[src/rtl/country_vehicle_detector.sv]
// country_vehicle_detector
// Conditions a raw inductive-loop sensor into debounced vehicle arrivals.
// Keeps a saturating count of waiting vehicles and discharges it while the
// country signal is GREEN. Raises vehicle_req while any vehicle is waiting.
module country_vehicle_detector #(
  parameter int DEBOUNCE      = 3,
  parameter int DEPART_CYCLES = 4,
  parameter int CNT_W         = 4
) (
  input  logic             clock,
  input  logic             clear_n,
  input  logic             loop_raw,
  input  logic [1:0]       country_sig,
  output logic             vehicle_req,
  output logic [CNT_W-1:0] queue_count,
  output logic             arrival,
  output logic             overflow,
  output logic             sig_error
);

  localparam int DEB_W = $clog2(DEBOUNCE + 1);
  localparam int DEP_W = $clog2(DEPART_CYCLES + 1);
  localparam logic [DEB_W-1:0] DEB_LAST = DEB_W'(DEBOUNCE - 1);
  localparam logic [DEP_W-1:0] DEP_LAST = DEP_W'(DEPART_CYCLES - 1);
  localparam logic [CNT_W-1:0] CNT_MAX  = {CNT_W{1'b1}};

  typedef enum logic [1:0] {
    IDLE_LOW,
    RISE_CHK,
    IDLE_HIGH,
    FALL_CHK
  } deb_state_e;

  logic             meta_q, sync_q;
  deb_state_e       state_q, state_d;
  logic [DEB_W-1:0] deb_cnt_q, deb_cnt_d;
  logic [DEP_W-1:0] dep_timer_q, dep_timer_d;
  logic [CNT_W-1:0] count_q, count_d;
  logic             arrival_q, arrival_d;
  logic             req_q, overflow_q, overflow_d, sig_error_q, sig_error_d;
  logic             depart;

  // Two-flop synchroniser for the asynchronous loop sensor.
  // NOTE: sequential state uses non-blocking (<=) so every flop samples pre-edge values.
  always_ff @(posedge clock or negedge clear_n) begin
    if (!clear_n) begin
      meta_q <= 1'b0;
      sync_q <= 1'b0;
    end else begin
      meta_q <= loop_raw;
      sync_q <= meta_q;
    end
  end

  // Debounce FSM: accept a level only after DEBOUNCE agreeing samples.
  // NOTE: every always_comb output gets a default first, so no path can infer a latch.
  always_comb begin
    state_d   = state_q;
    deb_cnt_d = deb_cnt_q;
    arrival_d = 1'b0;
    case (state_q)
      IDLE_LOW: begin
        if (sync_q) begin
          state_d   = RISE_CHK;
          deb_cnt_d = DEB_W'(1);
        end
      end
      RISE_CHK: begin
        if (!sync_q) begin
          state_d = IDLE_LOW;
        end else if (deb_cnt_q == DEB_LAST) begin
          state_d   = IDLE_HIGH;
          arrival_d = 1'b1;
        end else begin
          deb_cnt_d = deb_cnt_q + DEB_W'(1);
        end
      end
      IDLE_HIGH: begin
        if (!sync_q) begin
          state_d   = FALL_CHK;
          deb_cnt_d = DEB_W'(1);
        end
      end
      FALL_CHK: begin
        if (sync_q) begin
          state_d = IDLE_HIGH;
        end else if (deb_cnt_q == DEB_LAST) begin
          state_d = IDLE_LOW;
        end else begin
          deb_cnt_d = deb_cnt_q + DEB_W'(1);
        end
      end
      default: state_d = IDLE_LOW;
    endcase
  end

  // Departure timer and queue counter next-state; illegal signal counts as not GREEN.
  always_comb begin
    dep_timer_d = '0;
    depart      = 1'b0;
    count_d     = count_q;
    overflow_d  = overflow_q;
    sig_error_d = sig_error_q | (country_sig == 2'd3);
    if ((country_sig == 2'd2) && (count_q != '0)) begin
      if (dep_timer_q == DEP_LAST) begin
        depart = 1'b1;
      end else begin
        dep_timer_d = dep_timer_q + DEP_W'(1);
      end
    end
    case ({arrival_d, depart})
      2'b10: begin
        if (count_q == CNT_MAX) overflow_d = 1'b1;
        else                    count_d    = count_q + CNT_W'(1);
      end
      2'b01:   count_d = count_q - CNT_W'(1);
      default: count_d = count_q;
    endcase
  end

  // State and output registers; reset discards any in-progress debounce or departure.
  always_ff @(posedge clock or negedge clear_n) begin
    if (!clear_n) begin
      state_q     <= IDLE_LOW;
      deb_cnt_q   <= '0;
      dep_timer_q <= '0;
      count_q     <= '0;
      arrival_q   <= 1'b0;
      req_q       <= 1'b0;
      overflow_q  <= 1'b0;
      sig_error_q <= 1'b0;
    end else begin
      state_q     <= state_d;
      deb_cnt_q   <= deb_cnt_d;
      dep_timer_q <= dep_timer_d;
      count_q     <= count_d;
      arrival_q   <= arrival_d;
      req_q       <= (count_d != '0);
      overflow_q  <= overflow_d;
      sig_error_q <= sig_error_d;
    end
  end

  assign vehicle_req = req_q;
  assign queue_count = count_q;
  assign arrival     = arrival_q;
  assign overflow    = overflow_q;
  assign sig_error   = sig_error_q;

endmodule

[config.mk]
export PLATFORM = sky130hd
export DESIGN_NAME = country_vehicle_detector
export DESIGN_NICKNAME = d
export VERILOG_FILES = /design/src/rtl/country_vehicle_detector.sv
export SDC_FILE = /design/constraint.sdc
export NUM_CORES = 1
export LEC_CHECK = 0
export CAP_MARGIN = 10
export CELL_PAD_IN_SITES_DETAIL_PLACEMENT = 0
export CELL_PAD_IN_SITES_GLOBAL_PLACEMENT = 1
export CORE_AREA = 2 2 50 52
export CTS_CLUSTER_SIZE = 10
export DETAILED_ROUTE_END_ITERATION = 6
export DIE_AREA = 0 0 52 54
export PLACE_DENSITY_LB_ADDON = 0.15
export SLEW_MARGIN = 20
export SYNTH_ARGS = -nofsm -noshare
export SYNTH_HDL_FRONTEND = slang
export SYNTH_SLANG_ARGS = --single-unit
[constraint.sdc]
create_clock -name clock -period 3.06 [get_ports clock]
set_clock_uncertainty 0.05 [all_clocks]
set_input_delay 0.459 -clock clock [delete_from_list [all_inputs] [get_ports clock]]
set_output_delay 0.459 -clock clock [all_outputs]
set_load 0.02 [all_outputs]
==> flow_summary.yaml <==
status:
  status: "finished, final reports clean"
timing:
  timing.final.crit_share: 0.865
  slew_violations: 0
  period_needed_ps: 2650
  tightest_slew_ps: 752
  setup_violations: 0
  finalHoldViolCount: 0
  rsz0062_at_grt: "false"
  slew_headroom: 0.497
  tns_ps: 0
  fmax_mhz: 378
die:
  dieArea_sq_mm: 0.00281
  io_pins: 13
  die_h_microns: 54
  initial_core_util: 0.369
  coreArea_sq_mm: 0.00232
  floorplan.rows: 18
  die_x_microns: 52
worst_setup_path:
  critPathLaunch: "country_sig[0]"
  cp.required_ps: 3170
  worstPathMaxFanout: 8
  cp.arrival_ps: 2760
  reg2regPathDepth: 8
  reg2reg_from: "deb_cnt_q[0]"
  startpoint_type: "input port"
  worstSetupEndpointType: "flop"
  criticalPathCategory: "input port to flop"
cts:
  cts-root-buf: "clkbuf_4"
  cts_tree: "built"
  cts.sinks: 17
  clock_latency_ps: 290
  hold_buffers: 0
  cts_made_buffers: 3
  cts_resized: 0
  cts_max_path_buffers: 2
  cts.clk_slew.worst_paths_ps: 100
  h-tree-depth: 1
  post-cts-setup-buffer-count: 0
drt:
  dr.pass1.iters: 4
  drt_wl_total_mm: 1.56
  wl_per_cell_microns: 12.6
  drc_errors: 0
  drt-initial-drc-count: 9
  drtAntennaViolNets: 0
  viasPerCell: 5.10
  vias: 632
synth:
  syn_area_sq_um: 857
  yosysSeqAreaShare: 0.496
  synth_commonest_cells: "17 x dfrtp_1, 6 x ha_1, 6 x inv_1, 5 x nand2_1, 4 x nor2_1"
  synth_top_area_share: 0.496
  async_flop_share: 1.00
  synth-seq-cells: 17
  synth.area.top_cells: "dfrtp_1 50%, ha_1 8.8%, inv_1 2.6%"
  yosysMostFrequentCell: "dfrtp_1"
  synth.avg_cell_area_sq_um: 11.1
  synth.largest_area_cell: "dfrtp_1"
  syn-num-nets: 88
  synth_cell_types: 35
  yosysWarnings: 0
  synth_enable_flop_cells: 0
  synth_top_flop_cell: "dfrtp_1"
  netlist_instances: 77
placed_design:
  io_buffers: 12
  gp_congestion: 0.864
  dp_cells: 120
  placed_cell_area_sq_mm: 0.00102
  dpl.hpwl_mm: 1.13
global_route:
  grt_first_pass_wirelength_mm: 2.73
  grt-ovfl-total: 0
  grt_pass1_vias: 591
  antenna_found_initial: 0
  grt_use_total: 0.135
  grt_max_degree: 18
cells_and_area:
  antenna_cells: 0
  stdcell_count: 124
  drive_gt1_frac: 0.117
  nNetsFinal: 106
  syn_to_final_growth_pct: 22.3
  finalInstanceArea_sq_mm: 0.00105
  largest_reg_flops: 4
min_path:
  hp-start: "meta_q"
  min_path_cells: 0
  hold_class: "flop to flop"
power_and_ir_drop:
  max-vdd-ir-drop_v: 0.000272
  total_leakage_power_nw: 0.489
  p_per_area_mw_per_mm2: 477
run:
  maxCapViolations: 0
## worst paths after layout
check,slack [ps],endpoint
setup / recovery,410,vehicle_req
hold / removal,310,sync_q
setup reg to reg,420,vehicle_req
hold reg to reg,310,sync_q
max in group asynchronous,1940,dep_timer_q[0]
min in group asynchronous,550,queue_count[0]
## cell type report
type	count	area, sq um
Sequential cell	17	425
Inverter	6	22.5
Fill cell	225	1270
Tap cell	30	37.5
Timing Repair Buffer	15	143
Clock inverter	1	7.51
Clock buffer	3	22.5
Multi-Input combinational cell	52	390
## critical path: stages
cell and delay (ps):
clkdlybuf4s50_1 410, nand2b_1 160, a211oi_1 250, ha_1 370
nor4_1 280, nor2_1 80, a211o_1 240, or4_1 510
## routing by layer
metal / routed length [microns] / track usage / part of all wire
met1: 774 / 0.181 / 0.50
met2: 684 / 0.205 / 0.44
met3: 77 / 0.0306 / 0.049
met4: 26 / 0.0658 / 0.017
met5: 0 / 0 / 0
## layout by cell type (no fill, tap or decap), drive strengths merged, types with 3 or more instances in the layout
cell type	instances
nor2b	3
buf	3
inv	6
dfrtp	17
ha	6
o21ai	3
nor2	4
clkbuf	3
clkdlybuf4s50	12
nand2	5
nand2b	3
## report_power, final
group | leakage (nW) | switching (mW) | internal (mW)
logic | 0.256 | 0.0471 | 0.0537
clock network | 0.0139 | 0.0730 | 0.0496
registers | 0.219 | 0.0234 | 0.253
## kinds of logic (layout without fill, tap and decap cells)
kind of cell    after synthesis  count (layout)  synth area share
xor+xnor                      1               1            0.0102
simple gates                 24              24             0.168
compound gates               20              20             0.177
buf+inv                       8              25            0.0482
flops                        17              17             0.496
mux                           1               1            0.0131
fa+ha+maj                     6               6            0.0876
## metrics by stage
stage	utilization	hold slack (ps)	setup WS, ps	power (mW)
3_5_place_dp	0.439	287	89.6	0.383
6_report	0.452	308	413	0.500
3_3_place_gp	0.439	284	96.1	0.379
4_1_cts	0.452	313	415	0.511
5_1_grt	0.452	333	235	0.541
2_1_floorplan	-	113	346	0.352
(Power assumes the default switching activity.)
